[src/rtl/lsu.sv]
// Load/store unit: one outstanding data-memory access, byte/half/word lanes.
// Optional macro LSU_MISALIGN_TRAP_EN blocks misaligned half/word accesses.
module lsu #(
  parameter int WORD_WIDTH = 32
) (
  input  logic                  clk,
  input  logic                  rst_n,
  input  logic                  req_i,
  input  logic                  we_i,
  input  logic [2:0]            load_type_i,
  input  logic [1:0]            store_type_i,
  input  logic [WORD_WIDTH-1:0] addr_i,
  input  logic [WORD_WIDTH-1:0] wdata_i,
  output logic                  data_req_o,
  output logic [WORD_WIDTH-1:0] data_addr_o,
  output logic                  data_we_o,
  output logic [3:0]            data_be_o,
  output logic [WORD_WIDTH-1:0] data_wdata_o,
  input  logic                  data_gnt_i,
  input  logic                  data_rvalid_i,
  input  logic [WORD_WIDTH-1:0] data_rdata_i,
  output logic [WORD_WIDTH-1:0] rdata_o,
  output logic                  valid_o,
  output logic                  busy_o,
  output logic                  err_o
);

  localparam int W = WORD_WIDTH;

  typedef enum logic [1:0] {
    IDLE,
    WAIT_GNT,
    WAIT_RVALID
  } state_e;

  typedef enum logic [1:0] {
    SZ_B,
    SZ_H,
    SZ_W
  } size_e;

  state_e         state_q, state_d;
  size_e          size_q, size_d;
  size_e          size_n;
  logic [W-1:0]   addr_q, addr_d;
  logic [W-1:0]   wdata_q, wdata_d;
  logic [3:0]     be_q, be_d;
  logic [3:0]     be_n;
  logic [1:0]     off_q, off_d;
  logic [1:0]     off_n;
  logic           we_q, we_d;
  logic           uns_q, uns_d;
  logic           mis;
  logic           accept;
  logic [W-1:0]   shifted;
  logic [W-1:0]   ext;

  always_comb begin
    size_n = SZ_W;
    if (we_i) begin
      unique case (store_type_i)
        2'b00:   size_n = SZ_B;
        2'b01:   size_n = SZ_H;
        default: size_n = SZ_W;
      endcase
    end else begin
      unique case (load_type_i[1:0])
        2'b00:   size_n = SZ_B;
        2'b01:   size_n = SZ_H;
        default: size_n = SZ_W;
      endcase
    end
  end

  always_comb begin
    off_n = 2'b00;
    be_n  = 4'b1111;
    mis   = 1'b0;
    unique case (size_n)
      SZ_B: begin
        off_n = addr_i[1:0];
        be_n  = 4'b0001 << off_n;
      end
      SZ_H: begin
        off_n = {addr_i[1], 1'b0};
        be_n  = 4'b0011 << off_n;
      end
      default: begin
        off_n = 2'b00;
        be_n  = 4'b1111;
      end
    endcase
`ifdef LSU_MISALIGN_TRAP_EN
    mis = ((size_n == SZ_H) && addr_i[0]) ||
          ((size_n == SZ_W) && (addr_i[1:0] != 2'b00));
`else
    mis = 1'b0;
`endif
  end

  assign accept = (state_q == IDLE) && req_i && !mis;

  always_comb begin
    state_d = state_q;
    size_d  = size_q;
    addr_d  = addr_q;
    wdata_d = wdata_q;
    be_d    = be_q;
    off_d   = off_q;
    we_d    = we_q;
    uns_d   = uns_q;
    unique case (state_q)
      IDLE: begin
        if (accept) begin
          state_d = WAIT_GNT;
          size_d  = size_n;
          addr_d  = {addr_i[W-1:2], 2'b00};
          wdata_d = wdata_i << {off_n, 3'b000};
          be_d    = be_n;
          off_d   = off_n;
          we_d    = we_i;
          uns_d   = load_type_i[2];
        end
      end
      WAIT_GNT: begin
        if (data_gnt_i) state_d = WAIT_RVALID;
      end
      WAIT_RVALID: begin
        if (data_rvalid_i) state_d = IDLE;
      end
      default: state_d = IDLE;
    endcase
  end

  always_ff @(posedge clk or negedge rst_n) begin
    if (!rst_n) begin
      state_q <= IDLE;
      size_q  <= SZ_W;
      addr_q  <= '0;
      wdata_q <= '0;
      be_q    <= '0;
      off_q   <= '0;
      we_q    <= 1'b0;
      uns_q   <= 1'b0;
    end else begin
      state_q <= state_d;
      size_q  <= size_d;
      addr_q  <= addr_d;
      wdata_q <= wdata_d;
      be_q    <= be_d;
      off_q   <= off_d;
      we_q    <= we_d;
      uns_q   <= uns_d;
    end
  end

  assign shifted = data_rdata_i >> {off_q, 3'b000};

  always_comb begin
    ext = data_rdata_i;
    unique case (size_q)
      SZ_B: ext = uns_q ? {{(W-8){1'b0}}, shifted[7:0]}
                        : {{(W-8){shifted[7]}}, shifted[7:0]};
      SZ_H: ext = uns_q ? {{(W-16){1'b0}}, shifted[15:0]}
                        : {{(W-16){shifted[15]}}, shifted[15:0]};
      default: ext = data_rdata_i;
    endcase
  end

  assign data_req_o   = (state_q == WAIT_GNT);
  assign data_addr_o  = addr_q;
  assign data_we_o    = we_q;
  assign data_be_o    = be_q;
  assign data_wdata_o = wdata_q;
  assign valid_o      = (state_q == WAIT_RVALID) && data_rvalid_i;
  assign rdata_o      = valid_o ? ext : '0;
  // Gated by rst_n so these read 0 even if req_i is high during reset.
  assign busy_o       = rst_n && ((state_q != IDLE) || accept);
  assign err_o        = rst_n && (state_q == IDLE) && req_i && mis;

endmodule

[config.mk]
export PLATFORM = sky130hd
export DESIGN_NAME = lsu
export DESIGN_NICKNAME = d
export VERILOG_FILES = /design/src/rtl/lsu.sv
export SDC_FILE = /design/constraint.sdc
export NUM_CORES = 1
export LEC_CHECK = 0
export CAP_MARGIN = 20
export CORE_AREA = 2 2 100 102
export CTS_CLUSTER_DIAMETER = 30
export CTS_CLUSTER_SIZE = 28
export DETAILED_ROUTE_END_ITERATION = 12
export DIE_AREA = 0 0 102 104
export PLACE_DENSITY = 0.94
export SLEW_MARGIN = 20
export SYNTH_ARGS = -nofsm -noshare
export SYNTH_HDL_FRONTEND = slang
export SYNTH_SLANG_ARGS = --single-unit
[constraint.sdc]
create_clock -name clk -period 5.3 [get_ports clk]
set_clock_uncertainty 0.1 [all_clocks]
set_input_delay 1.06 -clock clk [delete_from_list [all_inputs] [get_ports clk]]
set_output_delay 1.06 -clock clk [all_outputs]
set_load 0.01 [all_outputs]
## Word level (Yosys, flattened, before mapping)

Index checks and enable logic that the tools add are counted.

- Input port bits: 107
- Word-level logic and storage cells: 46
- Output and inout port bits: 105
- Register bits: 74

- Multiplexer cells: 13
- Reduce and logical (&&, ||, !) cells: 12
- Eq/ne operators: 9
- Shift operators: 4

Operators with widths:

| cell | count |
|---|---|
| 32-bit two-way mux | 3 |
| 32-bit one-hot mux with 2 select lines | 1 |
| 32-bit by 5-bit << shifter with 32-bit output | 1 |
| 32-bit by 5-bit >> shifter with 16-bit output | 1 |
| 2-bit one-hot mux with 2 select lines | 3 |
| 2-bit by 1-bit equality test with 1-bit output (second input constant) | 5 |
| 2-bit zero test | 5 |
| 2-bit two-way mux | 4 |
| 4-bit one-hot mux with 2 select lines | 1 |
| 2-bit one-hot mux with 3 select lines | 1 |
| 2-bit inequality test (second input constant) | 2 |
| 1-bit by 2-bit << shifter with 4-bit output (first input constant) | 1 |
| 2-bit by 2-bit << shifter with 4-bit output (first input constant) | 1 |
| 1-bit logical AND | 3 |
| 3-bit AND reduction | 1 |
| 2-bit equality test (second input constant) | 1 |
| 2-bit by 1-bit inequality test with 1-bit output (second input constant) | 1 |
| 2-bit AND reduction | 1 |
| 2-bit nonzero test | 1 |
| 1-bit logical OR | 1 |

## Logic depth before layout (Yosys ltp)

Gate-level depths: netlist of run 1.

- Depth in word-level cells: 6
- Mapped depth: 7

## Worst setup path after synthesis of run 1

OpenSTA, ideal clock, no wires.

- Path kind: input port to output port
- From: in data_rdata_i[31]
- To: out rdata_o[21]
- Required time: 4,140 ps
- Cell stages on the path: 5
- Buffers on the path: 1
- Arrival: 2,054 ps
- Setup slack: 2,086 ps
- Path through: mux4_2 > nand2b_4 > o211ai_2 > buf_6 > nand2_1

- Longest elaborated chain between the ends: 4
- Elaborated cells between the ends (all ways): 5
- Classes of those cells: shift (1); mux (4)

RTL lines:

| element | RTL line | text |
|---|---|---|
| from (decl) | 21 | `input logic [WORD_WIDTH-1:0] data_rdata_i,` |
| 32-bit by 5-bit >> shifter with 16-bit output * | 157 | `assign shifted = data_rdata_i >> {off_q, 3'b000};` |
| 32-bit two-way mux, on equally long branches | 164, 162 |  |
| 32-bit one-hot mux with 2 select lines * | 161 | `unique case (size_q)` |
| 32-bit two-way mux * | 176 | `assign rdata_o = valid_o ? ext : '0;` |
| to (decl) | 22 | `output logic [WORD_WIDTH-1:0] rdata_o,` |

Mark *: on every way between the ends. The rest lies on a longest branch, timed or not.

## Worst setup path in the final report of run 1

- From: in data_rvalid_i
- To: out rdata_o[30]

- Longest elaborated chain between the ends: 2

RTL lines:

| element | RTL line | text |
|---|---|---|
| from (decl) | 20 | `input logic data_rvalid_i,` |
| 1-bit logical AND | 175 | `assign valid_o = (state_q == WAIT_RVALID) && data_rvalid_i;` |
| 32-bit two-way mux | 176 |  |

Every way passes these cells.

==> results of run 1 <==
## through the flow
step	hold slack, ns	setup WS [ns]	instances	power [uW]	util (%)
after floorplan	0.370	2.09	452	1750	-
after global placement	0.356	0.865	763	2520	63.5
after detailed placement	0.363	0.735	763	2580	63.5
after CTS	0.384	0.727	779	3040	65.6
after global routing	0.398	0.560	779	3230	65.6
final	0.378	0.707	779	3030	65.6
## Yosys cell counts (2+ instances only)
cell type	n	share of area (%)
dfrtp_1	73	46
nand3_1	8	1.0
o221a_2	7	2.0
o21ai_0	18	2.3
nor2_1	25	2.4
a21o_1	10	1.9
o221ai_1	8	1.8
a22oi_1	8	1.5
mux2i_1	26	6.5
nand2_1	153	14
buf_2	12	1.5
nor3b_1	3	0.57
buf_6	2	0.57
a22o_1	9	2.0
o2bb2ai_1	8	1.8
o31ai_1	2	0.38
inv_1	4	0.38
buf_12	2	1.0
a21oi_1	25	3.1
nor2b_1	2	0.31
a31oi_1	9	1.4
nor3_1	2	0.25
clkbuf_1	10	0.94
buf_4	5	0.94
## path summary, 6_finish.rpt
path	slack [ns]	end	from	cells past startpoint
worst min-delay path	0.38	data_addr_o[24]$_DFFE_PN0P_	data_addr_o[24]$_DFFE_PN0P_	2
worst min register to register	0.38	data_addr_o[24]$_DFFE_PN0P_	data_addr_o[24]$_DFFE_PN0P_	2
worst max register to register	3.26	data_wdata_o[25]$_DFFE_PN0P_	state_q[1]$_DFFE_PN0P_	4
worst max-delay path	0.71	rdata_o[30]	data_rvalid_i	7
max in group asynchronous	3.64	data_addr_o[24]$_DFFE_PN0P_	rst_n	2
min in group asynchronous	0.87	data_wdata_o[8]$_DFFE_PN0P_	rst_n	2
## cell usage in the layout, fill, tap and decap left out, drive strengths merged, types with 2 or more instances in the layout
master           n
a21oi           25
conb             3
inv              5
nand3            9
a22oi            8
clkdlybuf4s50  207
nor3b            3
nor2            26
a22o             9
a21o            10
o2bb2ai          8
clkbuf          12
o221ai           8
dfrtp           73
a31oi           10
o21ai           19
buf              4
nor3             2
nor2b            2
nand2b           2
clkinvlp         2
nand2          153
mux2i           26
o31ai            2
o221a            7
## kinds of logic after synthesis
family	synth area share, %
mux	7.38
buf+inv	5.65
simple gates	20.8
flops	46.5
compound gates	19.6
other cells	0.0942
## layer usage
layer	vias to the layer above	share of wire (%)	GRT usage, %	wire length (um)
met5	-	0	0	0
met4	0	4.9	16.1	656
met3	45	9.7	6.85	1310
met2	257	49	41.4	6610
met1	1987	36	28.8	4930
li1	1934	-	-	-
## worst register-to-register path, stage by stage, from the launching register on
cell and delay, ns:
dfrtp_1 0.45, nor3b_2 0.28, buf_4 0.48, nand3_2 0.35
o221ai_1 0.29
## layout make-up
cell class	count	area [um^2]
Inverter	5	18.8
Sequential cell	74	1850
Timing Repair Buffer	211	2100
Clock inverter	4	50.0
Clock buffer	12	155
Tap cell	133	166
Multi-Input combinational cell	340	1920
Fill cell	750	3280
## registers in the layout (all words and copies together), names as in the netlist
register and flops:
data_be_o 4, data_wdata_o 32, size_q 2, data_addr_o 30, state_q 2, uns_q 1, off_q 2, data_we_o 1
## power by group
part / switching [uW] / internal, uW / leakage, uW
clock network: 210 / 243 / 0.0000986
registers: 223 / 838 / 0.000909
logic: 719 / 799 / 0.00178
==> metrics, run 1 <==
outcome=complete, no violations; share of cells above drive strength 1=6.19%; critical path's slowest cell=clkdlybuf4s50_1; final antenna-violating net count=0; Gate Count Post-Synth=450; area grow syn2layout=57.3%; clk buf depth=2; GPL Wtd Cong=0.976; slowest stage delay, CP=0.54 ns; worst min path class=reg2reg; total negative slack=0 ns; initial antenna violation count=0; arrival time worst endpoint=3.43 ns; YS warnings=0; final hold vios=0; Post CTS Setup Buffer Count=0; # clock sinks=74; fin crit share=86.7%; clock transition at the registers of the reported paths=0.07 ns; Setup violations, final=0; worst slew pin tran=0.991 ns; die area=10,600 um^2; Max Fclk=0.218 GHz; CP endpoint kind=output pin; port bufs=208; CP cell instances=clkdlybuf4s50_1 > nand3b_1 > inv_2 > and2_1 > nand2_1 > nand2_1 > clkdlybuf4s50_1; CORE AREA=9550 um^2; Leak=0.00279 uW; fin nets=748; Routed WL=13.5 mm; antenna cells=0; Finished Cell Area=6260 um^2; Die X-Extent=102 um; Max Cap Violations=0; pwr/cell area=484 nW/um^2; DRC marker count from the first detailed-route iteration=177; CP top delay family=buffers and inverters; drt pass-1 iters=7; Top Ports=212; critical path class=in2out; Detail Placement HPWL=9.98 mm; Mean Syn Cell Area=8.85 um^2; initial core utilization=41.7%; RSZ-0062 raised after global routing=no; post-route DRC violation count=0; Vias=4,223; async set-or-reset flop fraction in the synthesized netlist=100%; Req. time, crit path=4.14 ns; unique cell type count in the Yosys netlist=43; Inserted Clock Buffers=9; routed length per instance=17.4 um; clock tree from TritonCTS=done; dominant synthesized flop cell=dfrtp_1; Worst setup SP type=input pin; H-Tree Depth=3; Post-synth EDFFs=0; hold buffer count at cts=0; cell area after synthesis=3980 um^2; first-pass GRT wire length=21.1 mm; Die Y=104 um; row count=36; clock root buffer master=clkbuf_8; dpl cell area=6060 um^2; flops & latches, synth=74; final slew viol count=0; vias in the first global route=4,231; worst path bufs/invs=3; GRT Overall Usage=25.3%; CTS resizes=0; fin crit period=4.59 ns; Seq/Total Area, Yosys=46.5%; Worst-Skew Late Latency=0.35 ns; grt total ovfl=0; Slew HR=32.0%; largest net degree at the start of global routing=75; Vias/cell=5.42; Worst IR Drop VDD=0.257 mV; crit-path max FO=16
Power figures use the tool's default switching activity.
==> run 2, diff against run 1 <==
--- a/config.mk
+++ b/config.mk
@@ -11,7 +11,7 @@
 export CTS_CLUSTER_SIZE = 28
 export DETAILED_ROUTE_END_ITERATION = 12
 export DIE_AREA = 0 0 102 104
-export PLACE_DENSITY = 0.94
+export PLACE_DENSITY_LB_ADDON = 0.2
 export SLEW_MARGIN = 20
 export SYNTH_ARGS = -nofsm -noshare
 export SYNTH_HDL_FRONTEND = slang
==> metrics, run 2 (synthesis gave the netlist of run 1 again) <==
port bufs=208 (unchanged); Filler Cell Count=858 (was 750); fin crit period=4.58 ns (was 4.59 ns); arrival time worst endpoint=3.42 ns (was 3.43 ns); clock tree from TritonCTS=done (unchanged); Vias=4,031 (was 4,223); hold buffer count at cts=0 (unchanged); worst min path class=reg2reg (unchanged); clock root buffer master=clkbuf_8 (unchanged); worst slew pin tran=1.06 ns (was 0.991 ns); initial antenna violation count=0 (unchanged); total negative slack=0 ns (unchanged); Final Non-Filler Cells=779 (unchanged); Flop pwr share=35.6% (was 35.0%); RSZ-0062 raised after global routing=no (unchanged); largest net degree at the start of global routing=47 (was 75); fin nets=748 (unchanged); Vias/cell=5.17 (was 5.42); H-Tree Depth=3 (unchanged); most common cell after layout, fill and taps aside=clkdlybuf4s50_1 (unchanged); met3 usage=6.79% (was 6.85%); grt total ovfl=0 (unchanged); Pint=1820 uW (was 1880 uW); most frequent cells in the layout=clkdlybuf4s50_1, nand2_1, dfrtp_1, mux2i_1 (unchanged); pwr/cell area=470 nW/um^2 (was 484 nW/um^2); CP endpoint kind=output pin (unchanged); area grow syn2layout=56.3% (was 57.3%); gr busiest metal=met2 (unchanged); final hold vios=0 (unchanged); routed length per instance=16.1 um (was 17.4 um); reg2reg start=state_q[1]$_DFFE_PN0P_ (unchanged); Req. time, crit path=4.14 ns (about the same); Net Sw Frac=37.9% (was 38.0%); Die Y=104 um (unchanged); met2 Use GR=39.4% (was 41.4%); final antenna-violating net count=0 (unchanged); number of flip-flops in the largest register=32 (unchanged); GRT Overall Usage=23.5% (was 25.3%); Detail Placement HPWL=9.45 mm (was 9.98 mm); Post CTS Setup Buffer Count=0 (unchanged); first-pass GRT wire length=19.8 mm (was 21.1 mm); clock transition at the registers of the reported paths=0.07 ns (about the same); critical path class=in2out (unchanged); reg-to-reg slack, setup=3.30 ns (was 3.26 ns); Final Total Pwr=2930 uW (was 3030 uW); final slew viol count=0 (unchanged); Worst IR Drop VDD=0.333 mV (was 0.257 mV); Hold EP=data_addr_o[27]$_DFFE_PN0P_ (was data_addr_o[24]$_DFFE_PN0P_); Worst setup SP type=input pin (unchanged); Hold Path Origin=data_addr_o[27]$_DFFE_PN0P_ (was data_addr_o[24]$_DFFE_PN0P_); Leak=0.00278 uW (was 0.00279 uW); clk buf depth=2 (unchanged); Logic pwr share=51.3% (was 50.1%); RR Endpoint=data_wdata_o[25]$_DFFE_PN0P_ (unchanged); outcome=complete, no violations (unchanged); CTS resizes=0 (unchanged); Setup violations, final=0 (unchanged); DP Cell Count=763 (unchanged); Inserted Clock Buffers=9 (unchanged); CORE AREA=9550 um^2 (unchanged); Slew HR=27.3% (was 32.0%); Worst-Skew Late Latency=0.35 ns (about the same); antenna cells=0 (unchanged); Place WS=0.744 ns (was 0.735 ns); met1 GRT Util=28.9% (was 28.8%); final worst setup slack=0.718 ns (was 0.707 ns); Top Ports=212 (unchanged); drt pass-1 iters=4 (was 7); initial core utilization=41.7% (unchanged); Sw Pwr=1110 uW (was 1150 uW); Die X-Extent=102 um (unchanged); row count=36 (unchanged); Reg2Reg Depth=4 (unchanged); # clock sinks=74 (unchanged); Clock power frac=13.0% (was 14.9%); Max Fclk=0.218 GHz (about the same); fin crit share=86.5% (was 86.7%); post-route DRC violation count=0 (unchanged); Routed WL=12.5 mm (was 13.5 mm); final hold slack=0.376 ns (was 0.378 ns); share of cells above drive strength 1=5.88% (was 6.19%); DRC marker count from the first detailed-route iteration=136 (was 177); die area=10,600 um^2 (unchanged); hold path cells=2 (unchanged); crit-path max FO=16 (unchanged); Max Cap Violations=0 (unchanged); GPL Wtd Cong=0.940 (was 0.976); vias in the first global route=4,044 (was 4,231)
[run 2: critical path, stage by stage]
cell and delay [ns]:
clkdlybuf4s50_1 0.50, nand3b_1 0.33, inv_2 0.26, and2_1 0.50
nand2_1 0.13, nand2_1 0.09, clkdlybuf4s50_1 0.54
[run 2: worst max-delay path by stage]
stage / from / to
global placement: data_rvalid_i / rdata_o[26]
global route: data_rvalid_i / rdata_o[31]
floorplan: data_rdata_i[31] / rdata_o[21]
CTS: data_rvalid_i / rdata_o[29]
detailed placement: data_rvalid_i / rdata_o[29]
finish: data_rvalid_i / rdata_o[29]
[run 2: final cells by class]
type                            instances  area (um^2)  area share, %
Timing Repair Buffer                  211         2100           33.8
Multi-Input combinational cell        340         1920           30.8
Sequential cell                        74         1850           29.8
Tap cell                              133          166           2.67
Clock buffer                           13          149           2.39
Inverter                                5         18.8          0.301
Clock inverter                          3         17.5          0.281
[run 2: per-stage QoR]
step	utilization (%)	cell area, um^2
after floorplan	-	3990
after global placement	63.5	6060
after detailed placement	63.5	6060
after CTS	65.2	6230
after global routing	65.2	6230
final	65.2	6230
[run 2: power by group through the flow]
| stage | logic, uW | clock network [uW] | registers (uW) |
|---|---|---|---|
| floorplan | 642 | 0 | 1110 |
| global placement | 1490 | 0 | 1040 |
| detailed placement | 1510 | 0 | 1050 |
| CTS | 1520 | 395 | 1050 |
| global route | 1640 | 412 | 1090 |
| finish | 1500 | 382 | 1040 |
[run 2: per-layer routing]
layer | wire length [um] | vias to the layer above
met4 | 177 | 0
met1 | 5120 | 1938
li1 | - | 1929
met3 | 988 | 14
met5 | 0 | -
met2 | 6250 | 150
==> run 3, diff against run 2 <==
--- a/config.mk
+++ b/config.mk
@@ -6,12 +6,13 @@
 export NUM_CORES = 1
 export LEC_CHECK = 0
 export CAP_MARGIN = 20
-export CORE_AREA = 2 2 100 102
+export CORE_AREA = 2 2 90 113
 export CTS_CLUSTER_DIAMETER = 30
 export CTS_CLUSTER_SIZE = 28
 export DETAILED_ROUTE_END_ITERATION = 12
-export DIE_AREA = 0 0 102 104
+export DIE_AREA = 0 0 92 115
 export PLACE_DENSITY_LB_ADDON = 0.2
+export SETUP_SLACK_MARGIN = 0.15
 export SLEW_MARGIN = 20
 export SYNTH_ARGS = -nofsm -noshare
 export SYNTH_HDL_FRONTEND = slang
==> metrics, run 3 (synthesis gave the netlist of run 1 again) <==
number of flip-flops in the largest register=32 (unchanged); worst min path class=reg2reg (unchanged); H-Tree Depth=3 (unchanged); fin crit share=85.2% (was 86.5%); hold path cells=2 (unchanged); Worst IR Drop VDD=0.350 mV (was 0.333 mV); clock transition at the registers of the reported paths=0.06 ns (was 0.07 ns); most frequent cells in the layout=clkdlybuf4s50_1, nand2_1, dfrtp_1, mux2i_1 (unchanged); Hold Path Origin=data_addr_o[19]$_DFFE_PN0P_ (was data_addr_o[27]$_DFFE_PN0P_); # clock sinks=74 (unchanged); routed length per instance=17.0 um (was 16.1 um); initial core utilization=41.9% (was 41.7%); arrival time worst endpoint=3.36 ns (was 3.42 ns); row count=40 (was 36); hold buffer count at cts=0 (unchanged); Detail Placement HPWL=9.83 mm (was 9.45 mm); most common cell after layout, fill and taps aside=clkdlybuf4s50_1 (unchanged); post-route DRC violation count=0 (unchanged); grt total ovfl=0 (unchanged); pwr/cell area=505 nW/um^2 (was 470 nW/um^2); Setup violations, final=0 (unchanged); Worst-Skew Late Latency=0.32 ns (was 0.35 ns); die area=10,600 um^2 (about the same); RR Endpoint=data_wdata_o[29]$_DFFE_PN0P_ (was data_wdata_o[25]$_DFFE_PN0P_); first-pass GRT wire length=20.9 mm (was 19.8 mm); Post CTS Setup Buffer Count=0 (unchanged); Worst setup SP type=input pin (unchanged); worst slew pin tran=0.732 ns (was 1.06 ns); total negative slack=0 ns (unchanged); final antenna-violating net count=0 (unchanged); CP endpoint kind=output pin (unchanged); Inserted Clock Buffers=9 (unchanged); CORE AREA=9510 um^2 (was 9550 um^2); critical path class=in2out (unchanged); clk buf depth=2 (unchanged); GRT Overall Usage=24.8% (was 23.5%); antenna cells=0 (unchanged); reg2reg start=state_q[1]$_DFFE_PN0P_ (unchanged); Die Y=115 um (was 104 um); area grow syn2layout=60.2% (was 56.3%); final hold vios=0 (unchanged); final slew viol count=0 (unchanged); largest net degree at the start of global routing=47 (unchanged); Routed WL=13.1 mm (was 12.5 mm); fin crit period=4.52 ns (was 4.58 ns); DRC marker count from the first detailed-route iteration=156 (was 136); Core Util, Final=67.1% (was 65.2%); Top Ports=212 (unchanged); reg-to-reg slack, setup=3.27 ns (was 3.30 ns); Hold EP=data_addr_o[19]$_DFFE_PN0P_ (was data_addr_o[27]$_DFFE_PN0P_); RSZ-0062 raised after global routing=no (unchanged); final hold slack=0.372 ns (was 0.376 ns); fin nets=749 (was 748); CTS resizes=0 (unchanged); Vias=4,145 (was 4,031); CP Launch Point=data_rvalid_i (unchanged); outcome=complete, no violations (unchanged); initial antenna violation count=0 (unchanged); Max Cap Violations=0 (unchanged); clock tree from TritonCTS=done (unchanged); GPL Wtd Cong=0.826 (was 0.940); Slew HR=51.0% (was 27.3%); clock root buffer master=clkbuf_16 (was clkbuf_8); Leak=0.00285 uW (was 0.00278 uW); vias in the first global route=4,254 (was 4,044); crit-path max FO=16 (unchanged); Reg2Reg Depth=4 (unchanged); Die X-Extent=92 um (was 102 um); port bufs=208 (unchanged); Max Fclk=0.221 GHz (was 0.218 GHz); drt pass-1 iters=4 (unchanged); Req. time, crit path=4.14 ns (about the same); Vias/cell=5.36 (was 5.17); share of cells above drive strength 1=6.34% (was 5.88%)
-- run 3: cell types whose count changed in the layout (fill, tap and decap cells not counted) --
cell       before  now
clkbuf_16       0    9
clkbuf_8       10    1
bufinv_16       0    2
clkbuf_1        3    1
buf_4           4    5
-- run 3: metal layers --
layer | wire length (um) | track usage (%) | vias up
li1 | - | - | 1938
met4 | 370 | 11.4 | 0
met3 | 1040 | 6.29 | 27
met1 | 4840 | 27.6 | 2000
met2 | 6890 | 44.6 | 180
met5 | 0 | 0 | -
-- run 3: report_power, final --
part | internal (uW) | switching [uW]
clock | 423 | 226
combinational | 800 | 721
sequential | 839 | 213
total | 2060 | 1160
-- run 3: critical path, stage by stage --
cell,delay [ns]
clkdlybuf4s50_1,0.49
nand3b_1,0.32
inv_2,0.26
and2_1,0.48
nand2_1,0.10
nand2_1,0.09
clkdlybuf4s50_1,0.55
-- run 3: layout make-up --
| class | instances | area (um^2) |
|---|---|---|
| multi-input cells | 340 | 1920 |
| inverters | 5 | 18.8 |
| clock buffers | 11 | 243 |
| well taps | 126 | 158 |
| flip-flops and latches | 74 | 1850 |
| fillers | 778 | 3130 |
| clock inverters | 5 | 77.6 |
| repair buffers | 212 | 2110 |
-- run 3: through the flow --
stage                     power, uW  worst slack [ns]  cell area [um^2]  instances
after floorplan                1750              2.09              3990        452
after global placement         2540             0.864              6060        757
after detailed placement       2580             0.805              6060        757
after CTS                      3250             0.791              6380        773
after global routing           3430             0.607              6380        773
final                          3220             0.784              6380        773
-- run 3: worst max path at each step --
stage	end	cells after the start	slack (ns)
global placement	rdata_o[27]	7	0.86
global route	rdata_o[16]	7	0.61
CTS	rdata_o[21]	7	0.79
floorplan	rdata_o[21]	5	2.09
detailed placement	rdata_o[21]	7	0.80
finish	rdata_o[19]	7	0.78
